**src/rtl/decoder_pipe.sv**
```systemverilog
// Registered binary-to-one-hot/thermometer decoder behind a 2-entry skid buffer.
// Optional saturating out-of-range counter: define DECODER_PIPE_ERR_CNT_EN.
module decoder_pipe #(
    parameter int OUT_WIDTH     = 3,
    parameter int MODE          = 0,
    parameter int ERR_CNT_WIDTH = 8
) (
    input  logic clk,
    input  logic rst,
    input  logic in_valid,
    output logic in_ready,
    input  logic [((OUT_WIDTH > 1) ? $clog2(OUT_WIDTH) : 1)-1:0] in,
    output logic out_valid,
    input  logic out_ready,
    output logic [OUT_WIDTH-1:0] out,
    output logic out_err
`ifdef DECODER_PIPE_ERR_CNT_EN
    ,
    output logic [ERR_CNT_WIDTH-1:0] err_cnt
`endif
);

    localparam int IN_WIDTH = (OUT_WIDTH > 1) ? $clog2(OUT_WIDTH) : 1;

    typedef enum logic [1:0] {
        ST_EMPTY,
        ST_ONE,
        ST_TWO
    } state_t;

    state_t r_state;
    state_t w_next;

    logic                 r_in_ready;
    logic [OUT_WIDTH-1:0] r_reg_data;
    logic                 r_reg_err;
    logic [OUT_WIDTH-1:0] r_skid_data;
    logic                 r_skid_err;

    logic [31:0]          w_code;
    logic [OUT_WIDTH-1:0] w_dec;
    logic                 w_err;
    logic                 w_accept;
    logic                 w_xfer;
    logic                 w_load_reg;
    logic                 w_load_skid;
    logic                 w_skid_to_reg;

    assign w_code = 32'(in);
    assign w_err  = (w_code >= $unsigned(OUT_WIDTH));

    always_comb begin
        w_dec = '0;
        for (int i = 0; i < OUT_WIDTH; i++) begin
            if (MODE == 1) begin
                w_dec[i] = (w_code >= $unsigned(i)) && !w_err;
            end else begin
                w_dec[i] = (w_code == $unsigned(i));
            end
        end
    end

    assign out_valid = (r_state != ST_EMPTY);
    assign in_ready  = r_in_ready;
    assign out       = r_reg_data;
    assign out_err   = r_reg_err;

    assign w_accept = in_valid & r_in_ready;
    assign w_xfer   = out_valid & out_ready;

    always_comb begin
        w_next        = r_state;
        w_load_reg    = 1'b0;
        w_load_skid   = 1'b0;
        w_skid_to_reg = 1'b0;
        unique case (r_state)
            ST_EMPTY: begin
                if (w_accept) begin
                    w_next     = ST_ONE;
                    w_load_reg = 1'b1;
                end
            end
            ST_ONE: begin
                if (w_accept && w_xfer) begin
                    w_load_reg = 1'b1;
                end else if (w_accept) begin
                    w_next      = ST_TWO;
                    w_load_skid = 1'b1;
                end else if (w_xfer) begin
                    w_next = ST_EMPTY;
                end
            end
            ST_TWO: begin
                if (w_xfer) begin
                    w_next        = ST_ONE;
                    w_skid_to_reg = 1'b1;
                end
            end
            default: begin
                w_next = ST_EMPTY;
            end
        endcase
    end

    // in_ready is registered from the next state, so it never sees out_ready
    // combinationally; it is low only while the skid entry will be occupied.
    always_ff @(posedge clk or posedge rst) begin
        if (rst) begin
            r_state     <= ST_EMPTY;
            r_in_ready  <= 1'b0;
            r_reg_data  <= '0;
            r_reg_err   <= 1'b0;
            r_skid_data <= '0;
            r_skid_err  <= 1'b0;
        end else begin
            r_state    <= w_next;
            r_in_ready <= (w_next != ST_TWO);
            if (w_load_reg) begin
                r_reg_data <= w_dec;
                r_reg_err  <= w_err;
            end else if (w_skid_to_reg) begin
                r_reg_data <= r_skid_data;
                r_reg_err  <= r_skid_err;
            end
            if (w_load_skid) begin
                r_skid_data <= w_dec;
                r_skid_err  <= w_err;
            end
        end
    end

`ifdef DECODER_PIPE_ERR_CNT_EN
    logic [ERR_CNT_WIDTH-1:0] r_err_cnt;

    always_ff @(posedge clk or posedge rst) begin
        if (rst) begin
            r_err_cnt <= '0;
        end else if (w_accept && w_err && (r_err_cnt != '1)) begin
            r_err_cnt <= r_err_cnt + ERR_CNT_WIDTH'(1);
        end
    end

    assign err_cnt = r_err_cnt;
`else
    localparam int lp_unused_err_cnt_w = ERR_CNT_WIDTH;
`endif

    localparam int lp_unused_in_w = IN_WIDTH;

endmodule

```
**config.mk**
```make
export PLATFORM = sky130hd
export DESIGN_NAME = decoder_pipe
export DESIGN_NICKNAME = d
export VERILOG_FILES = /design/src/rtl/decoder_pipe.sv
export SDC_FILE = /design/constraint.sdc
export NUM_CORES = 1
export LEC_CHECK = 0
export CAP_MARGIN = 20
export CORE_AREA = 2 2 39 41
export CTS_CLUSTER_SIZE = 30
export DETAILED_ROUTE_END_ITERATION = 8
export DIE_AREA = 0 0 41 43
export GPL_ROUTABILITY_DRIVEN = 0
export PLACE_DENSITY = 0.68
export SYNTH_ARGS = -nofsm -noshare
export SYNTH_HDL_FRONTEND = slang
export SYNTH_SLANG_ARGS = --single-unit
export TNS_END_PERCENT = 100
```
**constraint.sdc**
```tcl
create_clock -name clk -period 1.3 [get_ports clk]
set_clock_uncertainty 0.05 [all_clocks]
set_input_delay 0.195 -clock clk [delete_from_list [all_inputs] [get_ports clk]]
set_output_delay 0.195 -clock clk [all_outputs]
set_load 0.02 [all_outputs]
```
# Word-level counts from Yosys, hierarchy flattened

Index checks and enable logic that the tools add are counted.

Flip-flop bits (word level): 11
Bits in latches: 0
RAM bits: 0
Memory bits (read-only): 0
Bits of input ports: 6
Logic and storage cells: 36
Memories: 0

$add $sub $neg: 0
Multiply operators: 0
Divide/modulo/power cells: 0
Order comparisons: 1
Equal/unequal tests: 5
Shift-type cells: 0
Muxes and demuxes: 17
Bitwise logic cells: 2
Reduce and logical (&&, ||, !) cells: 5

Operators with widths:

| kind                                          | count |
|---|---|
| logical NOT 32 bit                            | 1 |
| 2-to-1 mux 2 bit                              | 5 |
| 2-to-1 mux 1 bit                              | 8 |
| 2-to-1 mux 3 bit                              | 2 |
| case mux 2 bit (3 select lines)               | 1 |
| == test 2 x 1 -> 1 bit, second input constant | 2 |
| == test 2 bit, second input constant          | 2 |
| nonzero test 2 bit                            | 2 |
| AND 1 bit                                     | 2 |
| >= comparator 2 bit, second input constant    | 1 |
| logical NOT 2 bit                             | 1 |
| != test 2 bit, second input constant          | 1 |
| case mux 1 bit (2 select lines)               | 1 |
| logical AND 1 bit                             | 1 |

# Depth between registers and ports, before layout

Depth in word-level cells: 7
Depth in mapped cells: 4
Gate-level depth less buffers: 3

# Worst setup path after synthesis

Ideal clock, no wire load.

Path kind: reg-to-reg
Start point: reg r_in_ready (netlist: in_ready)
End point: reg r_skid_data[0]
Library setup time: 79 ps
Arrival time: 1,181 ps
Required time: 1,171 ps
Setup slack: -10 ps
Stages on the path, launching flop included: 4
Path buffers: 0
Cells stage by stage: dfrtp_1 -> nand2_1 -> nor3b_4 -> mux2i_1

Cells in the longest elaborated chain, start to end: 4
Elaborated cells on any way between the ends: 5
Those cells by class: mux: 3; bitwise: 1; reduce/logical: 1

RTL lines:

| element                                                      | line   | RTL |
|---|---|---|
| start, declared                                              | 34     | `logic r_in_ready;` |
| start signal, assigned                                       | 117    | `r_in_ready <= (w_next != ST_TWO);` |
| AND 1 bit *                                                  | 68     | `assign w_accept = in_valid & r_in_ready;` |
| 2-to-1 mux 1 bit / logical AND 1 bit (equally long branches) | 86, 84 |  |
| 2-to-1 mux 1 bit *                                           | 84     | `if (w_accept && w_xfer) begin` |
| 2-to-1 mux 1 bit *                                           | 76     | `unique case (r_state)` |
| end signal, assigned                                         | 126    | `r_skid_data <= w_dec;` |
| end, declared                                                | 37     | `logic [OUT_WIDTH-1:0] r_skid_data;` |

Every way passes the cells marked *; elsewhere a longest branch is shown, timed or not.
A chain may end at the register's enable or synchronous reset.

# Worst setup path after layout

Start point: reg r_state[1]
End point: out out_valid

Cells in the longest elaborated chain, start to end: 1

RTL lines:

| element                | line | RTL |
|---|---|---|
| start, declared        | 31   | `state_t r_state;` |
| start signal, assigned | 116  | `r_state <= w_next;` |
| nonzero test 2 bit     | 63   | `assign out_valid = (r_state != ST_EMPTY);` |
| end, declared          | 13   | `output logic out_valid,` |

Every way passes these cells.

==> out/qor.csv <==
metric,value,unit
syn-instance-count,47,
ant_nets,0,
hold_path_class,in2async,
drive_above_1_share,24.6,%
fmax,0.762,GHz
h-tree-depth,1,
stdcell_count,85,
fin_crit,1310,ps
crit_fanout,2,
antenna_cells,0,
ios,12,
dieArea,1760,um^2
rows,14,
synth_warnings,0,
netlist_area,562,um^2
max_cap_viol_count,0,
dieHeight,43,um
p_leak,0.391,nW
clkSinkCount,11,
port_buffers,11,
avgSynthCellArea,12.0,um^2
rsz0062_at_grt,true,
pwr-share-comb,45.7,%
cts_hold_buf,0,
synth_seq_area_share,49.0,%
hold_ws,152,ps
drt-total-wl,970,um
nets,76,
vias_per_cell,4.59,
grt_max_degree,12,
cts_tree,yes,
cts-buffers-inserted,3,
yosys_register_bits,11,
initial_core_util,40.6,%
wl_per_cell,11.4,um
worstPathCellList,or2_2 -> buf_6,
status,finished with violations,
p_switching,0.000492,W
violations,negative setup slack,
setup_viol,1,
fillCellCount,130,
detailed_place_hpwl,725,um
peakVddDrop,0.000887,V
crit_type,reg2out,
placed_cells,78,
num_vias,390,
final_common_cell,mux2i_1,
seqPwrFrac,38.1,%
drv_slew,0,
clkPwrFrac,16.2,%
grt-ovfl-total,0,
clockBufferDepth,2,
slew_headroom,73.2,%
layout_common_cells,"mux2i_1 (13), dfrtp_1 (11), inv_1 (6), buf_4 (6)",
dr.first_iter.drc_count,1,
core,1380,um^2
tns,-13.0,ps
period_share,101,%
clk_root_buffer_cell,clkbuf_4,
slowest_delay,370,ps
worst_ep_required_time,1050,ps
clock_latency,270,ps
drc,0,
ys_types,15,
grt_pass1_wl,1.63,mm
critPathCaptureType,primary output,
grt_pass1_vias,385,
hold_viol,0,
clkSlewWorstSetupHoldPaths,70,ps
final_core_util,56.1,%
dr.pass1.iters,2,
p_sw_share,34.4,%
area_growth,38.1,%
cp.arrival,1070,ps
syn_nets,53,
internal_power,0.000937,W
critPathLaunchType,flop,
fin_ws,-13.0,ps
fp.dieW,41,um
tightest_slew,401,ps
antenna_found_initial,0,
p_per_area,1840,nW/um^2
grt.total_usage,14.7,%
worst_path_max_delay_cell,dfrtp_1,
==> cells by family (layout without fill, tap and decap cells) <==
logic type / count (synthesis) / count (layout) / synth area share [%]
AOI/OAI and AO/OA: 3 / 3 / 3.79
DFF: 11 / 11 / 49.0
muxes: 13 / 13 / 23.2
buffers and inverters: 7 / 29 / 4.90
and+or+nand+nor: 13 / 13 / 19.2
==> per-stage QoR <==
stage / total power [W] / setup WS (ps) / area [um^2]
finish: 0.00143 / -13.0 / 776
global route: 0.00153 / -73.9 / 776
CTS: 0.00141 / -31.7 / 751
detailed placement: 0.00121 / -282 / 724
global placement: 0.00120 / -286 / 724
floorplan: 0.000938 / 8.46 / 562
==> cells in the mapped netlist, drive strengths merged <==
| library cell | number | share of area [%] |
|---|---|---|
| a21o | 1 | 1.3 |
| buf | 1 | 0.89 |
| dfrtp | 11 | 49 |
| inv | 6 | 4.0 |
| mux2i | 13 | 23 |
| nand2 | 3 | 2.0 |
| nand2b | 3 | 3.3 |
| nand3b | 1 | 1.3 |
| nand4b | 1 | 1.6 |
| nor2b | 1 | 2.4 |
| nor3 | 1 | 2.9 |
| nor3b | 1 | 3.3 |
| o21a | 1 | 1.3 |
| o22ai | 1 | 1.1 |
| or2 | 2 | 2.2 |
==> worst max-delay path, delay by kind of cell, from the launching register on <==
kind                   cells  cell delay, ps
buffers and inverters      1             130
DFF                        1             370
and+or+nand+nor            1             300
==> state kept, by name, summed over array words and instances (netlist names) <==
signal       flops
out_err          1
r_skid_data      3
out              3
in_ready         1
r_state          2
r_skid_err       1
==> timing repair <==
action	CTS	global route
pin swaps	0	0
resized for setup	10	3
endpoints found under the setup margin	13	9
setup buffers	1	2
==> final cells by class <==
class / instances / area (um^2) / share of cell area (%)
multi-input cells: 29 / 259 / 33.4
inverters: 6 / 22.5 / 2.90
repair buffers: 19 / 173 / 22.3
well taps: 16 / 20.0 / 2.58
flip-flops and latches: 11 / 275 / 35.5
clock buffers: 4 / 26.3 / 3.39
==> final timing paths <==
check | from | to | slack, ps | cells after the start
max reg2reg | r_state[0]$_DFF_PP0_ | r_skid_data[1]$_DFFE_PP0P_ | 10 | 5
min in group clk | r_skid_data[0]$_DFFE_PP0P_ | r_skid_data[0]$_DFFE_PP0P_ | 470 | 2
min | rst | r_skid_data[0]$_DFFE_PP0P_ | 150 | 2
max | r_state[1]$_DFF_PP0_ | out_valid | -10 | 2
max in group asynchronous | rst | r_state[0]$_DFF_PP0_ | 760 | 2
min reg2reg | r_skid_data[0]$_DFFE_PP0P_ | r_skid_data[0]$_DFFE_PP0P_ | 470 | 2
==> power by group through the flow <==
stage | Combinational, W | Sequential [W] | Clock [W]
6_report | 0.000653 | 0.000544 | 0.000232
5_1_grt | 0.000717 | 0.000564 | 0.000250
4_1_cts | 0.000623 | 0.000546 | 0.000237
3_5_place_dp | 0.000659 | 0.000548 | 0
3_3_place_gp | 0.000653 | 0.000548 | 0
2_1_floorplan | 0.000311 | 0.000627 | 0
==> layer usage <==
metal / up-vias / GRT usage, % / wire length [um]
li1: 202 / - / -
met1: 173 / 19.0 / 466
met2: 10 / 19.1 / 411
met3: 5 / 4.71 / 53
met4: 0 / 12.0 / 38
met5: - / 0 / 0
(Power assumes the default switching activity.)
